### src/rtl/commit_stage_mp_if.sv
// Instruction-window bus between the scoreboard (master) and the commit stage (slave).
// Port 0 is the oldest entry; an entry retires in the cycle its commit_ack_o bit is high, and acks always form a contiguous prefix.
interface commit_stage_mp_if #(
    parameter int unsigned N = 2
);
    logic [N-1:0]      instr_valid_i;
    logic [N-1:0]      instr_ex_i;
    logic [N-1:0][2:0] instr_kind_i;
    logic [N-1:0][4:0] instr_fflags_i;
    logic [N-1:0]      instr_rd_fpr_i;
    logic [N-1:0]      commit_ack_o;
    logic [N-1:0]      we_gpr_o;
    logic [N-1:0]      we_fpr_o;

    modport master (
        output instr_valid_i, instr_ex_i, instr_kind_i, instr_fflags_i, instr_rd_fpr_i,
        input  commit_ack_o, we_gpr_o, we_fpr_o
    );

    modport slave (
        input  instr_valid_i, instr_ex_i, instr_kind_i, instr_fflags_i, instr_rd_fpr_i,
        output commit_ack_o, we_gpr_o, we_fpr_o
    );
endinterface

### src/rtl/commit_stage_mp.sv
// Multi-port in-order commit stage: retires a prefix of the window each cycle and
// serialises fences and AMOs at port 0 through a small FSM; also keeps instret and a stall watchdog.
module commit_stage_mp #(
    parameter int unsigned NR_COMMIT_PORTS = 2,
    parameter int unsigned CNT_WIDTH       = 64,
    parameter int unsigned WDOG_LIMIT      = 1024
) (
    input  logic                 clk_i,
    input  logic                 rst_i,
    commit_stage_mp_if.slave     instr_if,
    input  logic                 halt_i,
    input  logic                 single_step_i,
    input  logic                 commit_lsu_ready_i,
    input  logic                 no_st_pending_i,
    input  logic                 flush_ack_i,
    input  logic                 amo_ack_i,
    input  logic                 csr_exception_i,
    input  logic                 instret_inhibit_i,
    output logic                 commit_lsu_o,
    output logic                 commit_csr_o,
    output logic                 fence_o,
    output logic                 fence_i_o,
    output logic                 sfence_vma_o,
    output logic                 amo_valid_commit_o,
    output logic                 flush_commit_o,
    output logic                 csr_write_fflags_o,
    output logic [4:0]           fflags_o,
    output logic                 exception_valid_o,
    output logic [CNT_WIDTH-1:0] instret_o,
    output logic                 stall_timeout_o,
    output logic [1:0]           state_o
);

    localparam logic [2:0] K_SIMPLE  = 3'd0;
    localparam logic [2:0] K_STORE   = 3'd1;
    localparam logic [2:0] K_CSR     = 3'd2;
    localparam logic [2:0] K_FENCE   = 3'd3;
    localparam logic [2:0] K_FENCE_I = 3'd4;
    localparam logic [2:0] K_SFENCE  = 3'd5;
    localparam logic [2:0] K_AMO     = 3'd6;
    localparam logic [2:0] K_FPU     = 3'd7;
    localparam logic [15:0] WDOG_MAX = 16'(WDOG_LIMIT);

    typedef enum logic [1:0] {
        S_IDLE     = 2'd0,
        S_DRAIN    = 2'd1,
        S_FLUSH    = 2'd2,
        S_AMO_WAIT = 2'd3
    } state_e;

    state_e                     state_q, state_d;
    logic [2:0]                 fence_kind_q, fence_kind_d;
    logic [CNT_WIDTH-1:0]       instret_q;
    logic [15:0]                wdog_q, wdog_d;
    logic                       stall_q, stall_d;
    logic [NR_COMMIT_PORTS-1:0] ack, we_gpr, we_fpr;
    logic [2:0]                 ack_cnt;
    logic [2:0]                 kind0;
    logic                       c0;
    logic                       younger_ok;

    assign kind0      = instr_if.instr_kind_i[0];
    assign c0         = instr_if.instr_valid_i[0] && !instr_if.instr_ex_i[0] && !halt_i;
    // Younger ports may only ride along behind an ordinary port-0 instruction.
    assign younger_ok = !(kind0 inside {K_CSR, K_FENCE, K_FENCE_I, K_SFENCE, K_AMO})
                        && !single_step_i && !halt_i;

    always_comb begin
        state_d            = state_q;
        fence_kind_d       = fence_kind_q;
        ack                = '0;
        we_gpr             = '0;
        we_fpr             = '0;
        commit_lsu_o       = 1'b0;
        commit_csr_o       = 1'b0;
        fence_o            = 1'b0;
        fence_i_o          = 1'b0;
        sfence_vma_o       = 1'b0;
        amo_valid_commit_o = 1'b0;
        flush_commit_o     = 1'b0;
        csr_write_fflags_o = 1'b0;
        fflags_o           = '0;
        exception_valid_o  = 1'b0;

        case (state_q)
            S_IDLE: begin
                exception_valid_o = instr_if.instr_valid_i[0] && !halt_i &&
                                    (instr_if.instr_ex_i[0] || (kind0 == K_CSR && csr_exception_i));
                if (c0) begin
                    case (kind0)
                        K_SIMPLE, K_FPU: ack[0] = 1'b1;
                        K_STORE: if (commit_lsu_ready_i) begin
                            ack[0]       = 1'b1;
                            commit_lsu_o = 1'b1;
                        end
                        K_CSR: if (!csr_exception_i) begin
                            ack[0]       = 1'b1;
                            commit_csr_o = 1'b1;
                        end
                        K_FENCE, K_FENCE_I, K_SFENCE: begin
                            state_d      = S_DRAIN;
                            fence_kind_d = kind0;
                        end
                        default: state_d = S_AMO_WAIT;
                    endcase
                end
                for (int i = 1; i < NR_COMMIT_PORTS; i++) begin
                    if (ack[i-1] && younger_ok && instr_if.instr_valid_i[i] && !instr_if.instr_ex_i[i] &&
                        (instr_if.instr_kind_i[i] == K_SIMPLE || instr_if.instr_kind_i[i] == K_FPU))
                        ack[i] = 1'b1;
                end
                we_gpr = ack & ~instr_if.instr_rd_fpr_i;
                we_fpr = ack & instr_if.instr_rd_fpr_i;
                for (int i = 0; i < NR_COMMIT_PORTS; i++) begin
                    if (ack[i] && instr_if.instr_kind_i[i] == K_FPU) begin
                        csr_write_fflags_o = 1'b1;
                        fflags_o           = fflags_o | instr_if.instr_fflags_i[i];
                    end
                end
            end
            S_DRAIN: begin
                if (halt_i)               state_d = S_IDLE;
                else if (no_st_pending_i) state_d = S_FLUSH;
            end
            S_FLUSH: begin
                fence_o      = (fence_kind_q == K_FENCE);
                fence_i_o    = (fence_kind_q == K_FENCE_I);
                sfence_vma_o = (fence_kind_q == K_SFENCE);
                if (flush_ack_i) begin
                    ack[0]    = 1'b1;
                    we_gpr[0] = !instr_if.instr_rd_fpr_i[0];
                    we_fpr[0] = instr_if.instr_rd_fpr_i[0];
                    state_d   = S_IDLE;
                end
            end
            default: begin
                amo_valid_commit_o = 1'b1;
                if (amo_ack_i) begin
                    ack[0]         = 1'b1;
                    we_gpr[0]      = 1'b1;
                    flush_commit_o = 1'b1;
                    state_d        = S_IDLE;
                end
            end
        endcase
    end

    always_comb begin
        ack_cnt = '0;
        for (int i = 0; i < NR_COMMIT_PORTS; i++) ack_cnt = ack_cnt + 3'(ack[i]);
        if (instr_if.instr_valid_i[0] && !ack[0])
            wdog_d = (wdog_q >= WDOG_MAX) ? WDOG_MAX : wdog_q + 16'd1;
        else
            wdog_d = '0;
        stall_d = stall_q || (wdog_d == WDOG_MAX);
    end

    always_ff @(posedge clk_i) begin
        if (rst_i) begin
            state_q      <= S_IDLE;
            fence_kind_q <= K_SIMPLE;
            instret_q    <= '0;
            wdog_q       <= '0;
            stall_q      <= 1'b0;
        end else begin
            state_q      <= state_d;
            fence_kind_q <= fence_kind_d;
            if (!instret_inhibit_i) instret_q <= instret_q + CNT_WIDTH'(ack_cnt);
            wdog_q       <= wdog_d;
            stall_q      <= stall_d;
        end
    end

    assign instr_if.commit_ack_o = ack;
    assign instr_if.we_gpr_o     = we_gpr;
    assign instr_if.we_fpr_o     = we_fpr;
    assign instret_o             = instret_q;
    assign stall_timeout_o       = stall_q;
    assign state_o               = state_q;

endmodule

### src/flat_wrapper.sv
// flat-port wrapper written by rule: the top's interface ports become plain ports
module commit_stage_mp_flat 
#(
    parameter int unsigned NR_COMMIT_PORTS = 2,
    parameter int unsigned CNT_WIDTH       = 64,
    parameter int unsigned WDOG_LIMIT      = 1024
)
  (clk_i, rst_i, halt_i, single_step_i, commit_lsu_ready_i, no_st_pending_i, flush_ack_i, amo_ack_i, csr_exception_i, instret_inhibit_i, commit_lsu_o, commit_csr_o, fence_o, fence_i_o, sfence_vma_o, amo_valid_commit_o, flush_commit_o, csr_write_fflags_o, fflags_o, exception_valid_o, instret_o, stall_timeout_o, state_o, instr_if_instr_valid_i, instr_if_instr_ex_i, instr_if_instr_kind_i, instr_if_instr_fflags_i, instr_if_instr_rd_fpr_i, instr_if_commit_ack_o, instr_if_we_gpr_o, instr_if_we_fpr_o);
  commit_stage_mp_if #(.N((2))) instr_if_i ();
  input  logic clk_i;
  input  logic rst_i;
  input  logic halt_i;
  input  logic single_step_i;
  input  logic commit_lsu_ready_i;
  input  logic no_st_pending_i;
  input  logic flush_ack_i;
  input  logic amo_ack_i;
  input  logic csr_exception_i;
  input  logic instret_inhibit_i;
  output logic commit_lsu_o;
  output logic commit_csr_o;
  output logic fence_o;
  output logic fence_i_o;
  output logic sfence_vma_o;
  output logic amo_valid_commit_o;
  output logic flush_commit_o;
  output logic csr_write_fflags_o;
  output logic [4:0] fflags_o;
  output logic exception_valid_o;
  output logic [CNT_WIDTH-1:0] instret_o;
  output logic stall_timeout_o;
  output logic [1:0] state_o;
  input wire logic [$bits(instr_if_i.instr_valid_i)-1:0] instr_if_instr_valid_i;
  input wire logic [$bits(instr_if_i.instr_ex_i)-1:0] instr_if_instr_ex_i;
  input wire logic [$bits(instr_if_i.instr_kind_i)-1:0] instr_if_instr_kind_i;
  input wire logic [$bits(instr_if_i.instr_fflags_i)-1:0] instr_if_instr_fflags_i;
  input wire logic [$bits(instr_if_i.instr_rd_fpr_i)-1:0] instr_if_instr_rd_fpr_i;
  output wire logic [$bits(instr_if_i.commit_ack_o)-1:0] instr_if_commit_ack_o;
  output wire logic [$bits(instr_if_i.we_gpr_o)-1:0] instr_if_we_gpr_o;
  output wire logic [$bits(instr_if_i.we_fpr_o)-1:0] instr_if_we_fpr_o;
  assign instr_if_i.instr_valid_i = instr_if_instr_valid_i;
  assign instr_if_i.instr_ex_i = instr_if_instr_ex_i;
  assign instr_if_i.instr_kind_i = instr_if_instr_kind_i;
  assign instr_if_i.instr_fflags_i = instr_if_instr_fflags_i;
  assign instr_if_i.instr_rd_fpr_i = instr_if_instr_rd_fpr_i;
  assign instr_if_commit_ack_o = instr_if_i.commit_ack_o;
  assign instr_if_we_gpr_o = instr_if_i.we_gpr_o;
  assign instr_if_we_fpr_o = instr_if_i.we_fpr_o;
  commit_stage_mp #(.NR_COMMIT_PORTS(NR_COMMIT_PORTS), .CNT_WIDTH(CNT_WIDTH), .WDOG_LIMIT(WDOG_LIMIT)) u_core (.clk_i(clk_i), .rst_i(rst_i), .instr_if(instr_if_i), .halt_i(halt_i), .single_step_i(single_step_i), .commit_lsu_ready_i(commit_lsu_ready_i), .no_st_pending_i(no_st_pending_i), .flush_ack_i(flush_ack_i), .amo_ack_i(amo_ack_i), .csr_exception_i(csr_exception_i), .instret_inhibit_i(instret_inhibit_i), .commit_lsu_o(commit_lsu_o), .commit_csr_o(commit_csr_o), .fence_o(fence_o), .fence_i_o(fence_i_o), .sfence_vma_o(sfence_vma_o), .amo_valid_commit_o(amo_valid_commit_o), .flush_commit_o(flush_commit_o), .csr_write_fflags_o(csr_write_fflags_o), .fflags_o(fflags_o), .exception_valid_o(exception_valid_o), .instret_o(instret_o), .stall_timeout_o(stall_timeout_o), .state_o(state_o));
endmodule
### config.mk
export PLATFORM = sky130hd
export DESIGN_NAME = commit_stage_mp_flat
export DESIGN_NICKNAME = d
export VERILOG_FILES = /design/src/rtl/commit_stage_mp_if.sv /design/src/rtl/commit_stage_mp.sv /design/src/flat_wrapper.sv
export SDC_FILE = /design/constraint.sdc
export NUM_CORES = 1
export LEC_CHECK = 0
export BUFFER_PORTS_ARGS = -buffer_cell sky130_fd_sc_hd__buf_2
export CELL_PAD_IN_SITES_DETAIL_PLACEMENT = 1
export CELL_PAD_IN_SITES_GLOBAL_PLACEMENT = 2
export CORE_MARGIN = 2
export CORE_UTILIZATION = 33
export CTS_BUF_LIST = sky130_fd_sc_hd__clkbuf_16
export DETAILED_ROUTE_END_ITERATION = 7
export PLACE_DENSITY_LB_ADDON = 0.1
export SLEW_MARGIN = 5
export SYNTH_ARGS = -nofsm -noshare
export SYNTH_HDL_FRONTEND = slang
export SYNTH_SLANG_ARGS = --single-unit
### constraint.sdc
create_clock -name clk_i -period 5.6 [get_ports clk_i]
set_clock_uncertainty 0.05 [all_clocks]
set_input_delay 0 -clock clk_i [delete_from_list [all_inputs] [get_ports clk_i]]
set_output_delay 0 -clock clk_i [all_outputs]
set_load 0.01 [all_outputs]
==> results.cfg, run 1 <==
[drt]
via_per_inst = 5.04
ant_nets = 0
wl_met1_um = 5410
routed-wl-met2_um = 5390
vias = 4045
wl_per_cell_um = 14.3
top_layer = met4
drc = 0
drt_iter0_markers = 114
wl_um = 11500
firstDrtPassIters = 4
met3WireLength_um = 542

[pwr]
max-vdd-ir-drop_mv = 0.106
power_mw = 1.35
leakage_nw = 2.29
power.density_nw_per_um2 = 250

[critical_path]
endpoint_kind = register
cp_slowest_stage_delay_ns = 0.48
cp_common_cell = ha_1
required_ns = 5.82
critPathMaxFanout = 13
crit_arrival_ns = 4.72
crit_chain = inv_1, ha_1, nor4bb_1, o311ai_1, a211oi_1, ha_1, ha_1, inv_1, fa_1, nand4bb_1, nor3_4, nand4_2, or3_1, a21oi_1
cp-start-kind = register
critPathKind = reg2reg
slowest_stage = a211oi_1

[clock_tree]
ctsResizeCount = 0
cts_buffer_depth = 2
cts_tree = yes
clk_pin_slew_ns = 0.06
cts_buffers = 9
h-tree-depth = 3
insertion_delay_ns = 0.34
root_buffer = clkbuf_16
clock_sinks = 86

[sta]
finalHoldViolations = 0
hold_ws_ns = 0.0914
drv_slew = 0
slew_headroom = 0.483
period_minus_slack_ns = 4.50
rsz0062_at_grt = no
tns_ns = 0
max_freq_mhz = 222
fin_crit_sh = 0.804
setup_viol = 0
worst_pin_slew_ns = 0.776

[floorplanning]
start_util = 0.334
dieHeight_um = 119
io_pins = 119
fp-row-count = 42
core_area_um2 = 13100
die_w_um = 119
dieArea_um2 = 14200

[outcome]
status = completed

[synth]
yosysTopAreaCell = dfxtp_1
synthCells = 507
yosys_warnings = 0
synth_edf_count = 0
synthTopCellsByArea = dfxtp_1 (39%), xor2_1 (7.0%), nor2_1 (6.2%), nand4_1 (3.7%), a21oi_1 (3.7%)
synth_top_area_frac = 0.394
ys_seq_area_frac = 0.394
yosys_most_used_dff = dfxtp_1
yosysUniqueCellTypes = 59
syn_avg_cell_area_um2 = 8.62
syn_area_um2 = 4370
ys_ff_latch = 86
async_flop_share = 0

[layout]
nFillCells = 1606
synthToLayoutAreaGrowth_pct = 23.5
diodes = 0
layout_commonest_cell = buf_2
num-nets-final = 664
drive_above_1_share = 0.242
utilization = 0.412
layoutNonFillerInstCount = 803
layout_common_cells = buf_2 (118), dfxtp_1 (86), nor2_1 (72)

[global_route]
antenna_found_initial = 0
overflow = 0
track_usage = 0.164
grt_first_pass_wirelength_um = 19100
grt_pass1_vias = 3948
grt_max_degree = 72

[job]
cap_violations = 0

[place]
dp_hpwl_um = 8410
place_congestion = 0.776
port-buffer-count = 118
post-place-cells = 784

[worst_hold_path]
hold_class = in2reg
-- worst paths after layout --
check,cells after the start,slack (ns),to,start
max,14,1.10,u_core.instret_o[60],u_core.state_o[0]
min reg2reg,2,0.44,u_core.stall_timeout_o,u_core.stall_timeout_o
max reg2reg,14,1.10,u_core.instret_o[60],u_core.state_o[0]
min,4,0.09,u_core.wdog_q[10],instr_if_instr_valid_i[0]
-- critical path, delay by kind of cell, from the launching register on --
family          cells  cell delay (ns)
compound gates      3             0.89
fa+ha+maj           4             1.17
buf+inv             2             0.16
flops               1             0.35
simple gates        5             1.82
-- synthesized netlist by cell type (2+ instances only) --
master / n
a211oi_1: 3
a21oi_1: 32
a22oi_1: 5
and2_1: 6
and3_1: 4
and4_1: 5
buf_2: 6
buf_4: 2
buf_6: 2
clkbuf_1: 14
dfxtp_1: 86
ha_1: 9
inv_1: 21
mux2i_1: 5
nand2_1: 23
nand3_1: 24
nand3b_1: 2
nand4_1: 26
nand4_2: 5
nand4_4: 2
nor2_1: 72
nor2b_1: 8
nor3_1: 6
nor3b_1: 6
nor4_1: 4
nor4_4: 3
nor4bb_1: 2
o21ai_0: 21
o31ai_1: 6
or3_1: 20
or4_1: 6
xnor2_1: 10
xor2_1: 35
-- where the power goes --
part / internal (mW) / total [mW] / switching, mW
clock network: 0.297 / 0.547 / 0.250
logic: 0.0715 / 0.163 / 0.0914
registers: 0.625 / 0.636 / 0.0115
-- cells by family after synthesis --
group,after synthesis,synth area share
AND/OR/NAND/NOR,236,0.319
flip-flops,86,0.394
XOR/XNOR,45,0.0902
other,1,0.000858
AO/OA/AOI/OAI,79,0.109
buffers and inverters,45,0.0455
adder cells (fa/ha/maj),10,0.0304
multiplexers,5,0.0115
-- flip-flops by register name (all words and copies together) (netlist names) --
name / flops
u_core.instret_o: 64
u_core.wdog_q: 16
u_core.fence_kind_q: 3
u_core.state_o: 2
u_core.stall_timeout_o: 1
-- metrics by stage --
stage,setup WS [ns],cell area [um2]
after global routing,0.732,5400
after global placement,1.41,5100
after detailed placement,1.08,5100
after floorplan,1.80,4380
final,1.10,5400
after CTS,1.08,5400
-- layer usage --
| layer | vias up | GRT usage |
|---|---|---|
| met5 | - | 0 |
| met4 | 0 | 0.0595 |
| met2 | 68 | 0.270 |
| li1 | 2019 | - |
| met1 | 1946 | 0.209 |
| met3 | 12 | 0.0369 |
-- cell type report --
cell class | count | area (um2) | area share
clock buffers | 9 | 225 | 0.0417
clock inverters | 7 | 42.5 | 0.00788
inverters | 21 | 78.8 | 0.0146
multi-input cells | 380 | 2460 | 0.457
flip-flops and latches | 86 | 1720 | 0.319
well taps | 176 | 220 | 0.0408
repair buffers | 124 | 643 | 0.119
-- what timing repair did --
action | 4_1_cts | 5_1_grt
hold endpoints to repair | 4 | 0
setup buffers | 0 | 0
hold buffers | 3 | 0
Power figures use the tool's default switching activity.
==> inputs of run 2 (changes only) <==
--- a/config.mk
+++ b/config.mk
@@ -9,7 +9,7 @@
 export CELL_PAD_IN_SITES_DETAIL_PLACEMENT = 1
 export CELL_PAD_IN_SITES_GLOBAL_PLACEMENT = 2
 export CORE_MARGIN = 2
-export CORE_UTILIZATION = 33
+export CORE_UTILIZATION = 28
 export CTS_BUF_LIST = sky130_fd_sc_hd__clkbuf_16
 export DETAILED_ROUTE_END_ITERATION = 7
 export PLACE_DENSITY_LB_ADDON = 0.1
==> constraint.sdc (replaced) <==
create_clock -name clk_i -period 3.62 [get_ports clk_i]
set_clock_uncertainty 0.05 [all_clocks]
set_input_delay 0 -clock clk_i [delete_from_list [all_inputs] [get_ports clk_i]]
set_output_delay 0 -clock clk_i [all_outputs]
set_load 0.01 [all_outputs]
==> results.cfg, run 2 (synthesis gave the netlist of run 1 again) <==
[job]
cap_violations = 0

[floorplanning]
dieHeight_um = 129
fp-row-count = 45
die_w_um = 129
io_pins = 119
start_util = 0.287
core_area_um2 = 15200
dieArea_um2 = 16600

[drt]
wl_per_cell_um = 15.1
wl_um = 12600
via_per_inst = 4.93
ant_nets = 0
vias = 4115
drc = 0
firstDrtPassIters = 4
drt_iter0_markers = 131

[worst_hold_path]
hold_class = in2reg
min_to = u_core.wdog_q[10]
min_from = rst_i
whs_path_depth = 4

[critical_path]
required_ns = 3.84
regToRegSetupSlack_ns = 0.06
reg2reg_from = u_core.state_o[0]
cp-start-kind = input port
slowest_stage = or4_4
endpoint_kind = register
ff2ff_path_depth = 15
critPathKind = in2reg
r2r_end = u_core.instret_o[46]
crit_chain = dlygate4sd3_1, buf_2, and3_1, o21ai_0, a211oi_2, ha_1, ha_2, inv_2, fa_2, nand4bb_4, nor3_4, buf_12, nand4_4, or4_4, a21oi_2
cp_slowest_stage_delay_ns = 0.57
crit_arrival_ns = 3.80
critPathMaxFanout = 12

[place]
port-buffer-count = 118
dp_hpwl_um = 8940
pre_cts_slack_ns = -0.195
place_congestion = 0.774

[sta]
finalHoldViolations = 0
slew_headroom = 0.456
setup_ws_ns = 0.0387
fin_crit_sh = 0.989
rsz0062_at_grt = yes
drv_slew = 0
period_minus_slack_ns = 3.58
setup_viol = 0
max_freq_mhz = 279
worst_pin_slew_ns = 0.816

[global_route]
grt_first_pass_wirelength_um = 20500
track_usage = 0.153
grt_pass1_vias = 4133
grt_max_degree = 71
antenna_found_initial = 0
overflow = 0

[clock_tree]
clock_sinks = 86
cts_tree = yes
h-tree-depth = 3
clk_pin_slew_ns = 0.07
insertion_delay_ns = 0.34
cts_buffer_depth = 2
root_buffer = clkbuf_16
cts_buffers = 9

[pwr]
power.density_nw_per_um2 = 405
max-vdd-ir-drop_mv = 0.198
leakage_nw = 2.43

[layout]
num-nets-final = 683
diodes = 0
nFillCells = 1854
layout_common_cells = buf_2 (118), dfxtp_1 (84), nor2_1 (70)
drive_above_1_share = 0.293
synthToLayoutAreaGrowth_pct = 31.2
utilization = 0.377
layout_commonest_cell = buf_2
largest_reg_flops = 64

[outcome]
status = completed
run 2: worst max path at each step:
stage,start,end,slack (ns),cells after the start
6_report,instr_if_instr_kind_i[2],u_core.instret_o[46],0.04,15
5_1_grt,u_core.state_o[0],u_core.instret_o[46],-0.20,15
4_1_cts,u_core.state_o[0],u_core.instret_o[56],0.03,17
3_5_place_dp,u_core.state_o[0],u_core.instret_o[56],-0.20,15
3_3_place_gp,u_core.state_o[0],u_core.instret_o[56],0.03,15
2_1_floorplan,u_core.state_o[0],u_core.instret_o[58],0.05,17
run 2: power breakdown:
group	internal, mW	switching [mW]
registers	0.968	0.0126
clock network	0.606	0.401
logic	0.163	0.172
total	1.74	0.586
run 2: per-stage QoR:
stage               cells  setup TNS (ns)  hold WS, ns  total power [mW]  instance area [um2]
floorplan             511               0     -0.00359              1.17                 4390
global placement      808               0        0.200              1.28                 5220
detailed placement    808           -1.14        0.202              1.29                 5220
CTS                   827               0       0.0375              2.32                 5610
global route          834           -2.13       0.0547              2.45                 5730
finish                834               0       0.0337              2.32                 5730
run 2: metal layers:
| layer | wire (um) | vias up | global-route usage | share of wire |
|---|---|---|---|---|
| met1 | 6070 | 1978 | 0.201 | 0.48 |
| met4 | 113 | 0 | 0.0460 | 0.0090 |
| met2 | 6000 | 69 | 0.257 | 0.48 |
| met5 | 0 | - | 0 | 0 |
| li1 | - | 2060 | - | - |
| met3 | 392 | 8 | 0.0258 | 0.031 |
run 2: final cells by class:
type                       count  area, um2  share of cell area
tap                          188        235              0.0410
clock buffer                   9        225              0.0393
multi-input combinational    381       2570               0.448
inverter                      21       78.8              0.0137
timing repair buffer         142        803               0.140
sequential                    86       1720               0.301
clock inverter                 7       96.3              0.0168
run 2: critical path, delay by kind of cell:
family | cells | cell delay (ns)
AOI/OAI and AO/OA | 3 | 0.66
adders and majority gates | 3 | 0.83
buffers and inverters | 4 | 0.92
and+or+nand+nor | 5 | 1.35
run 2: what timing repair did:
item	4_1_cts	5_1_grt
resized for setup	4	17
setup endpoints to repair	9	37
endpoints found under the hold margin	4	0
pin swaps	2	13
cloned	0	1
setup buffers	0	6
hold buffers	3	0
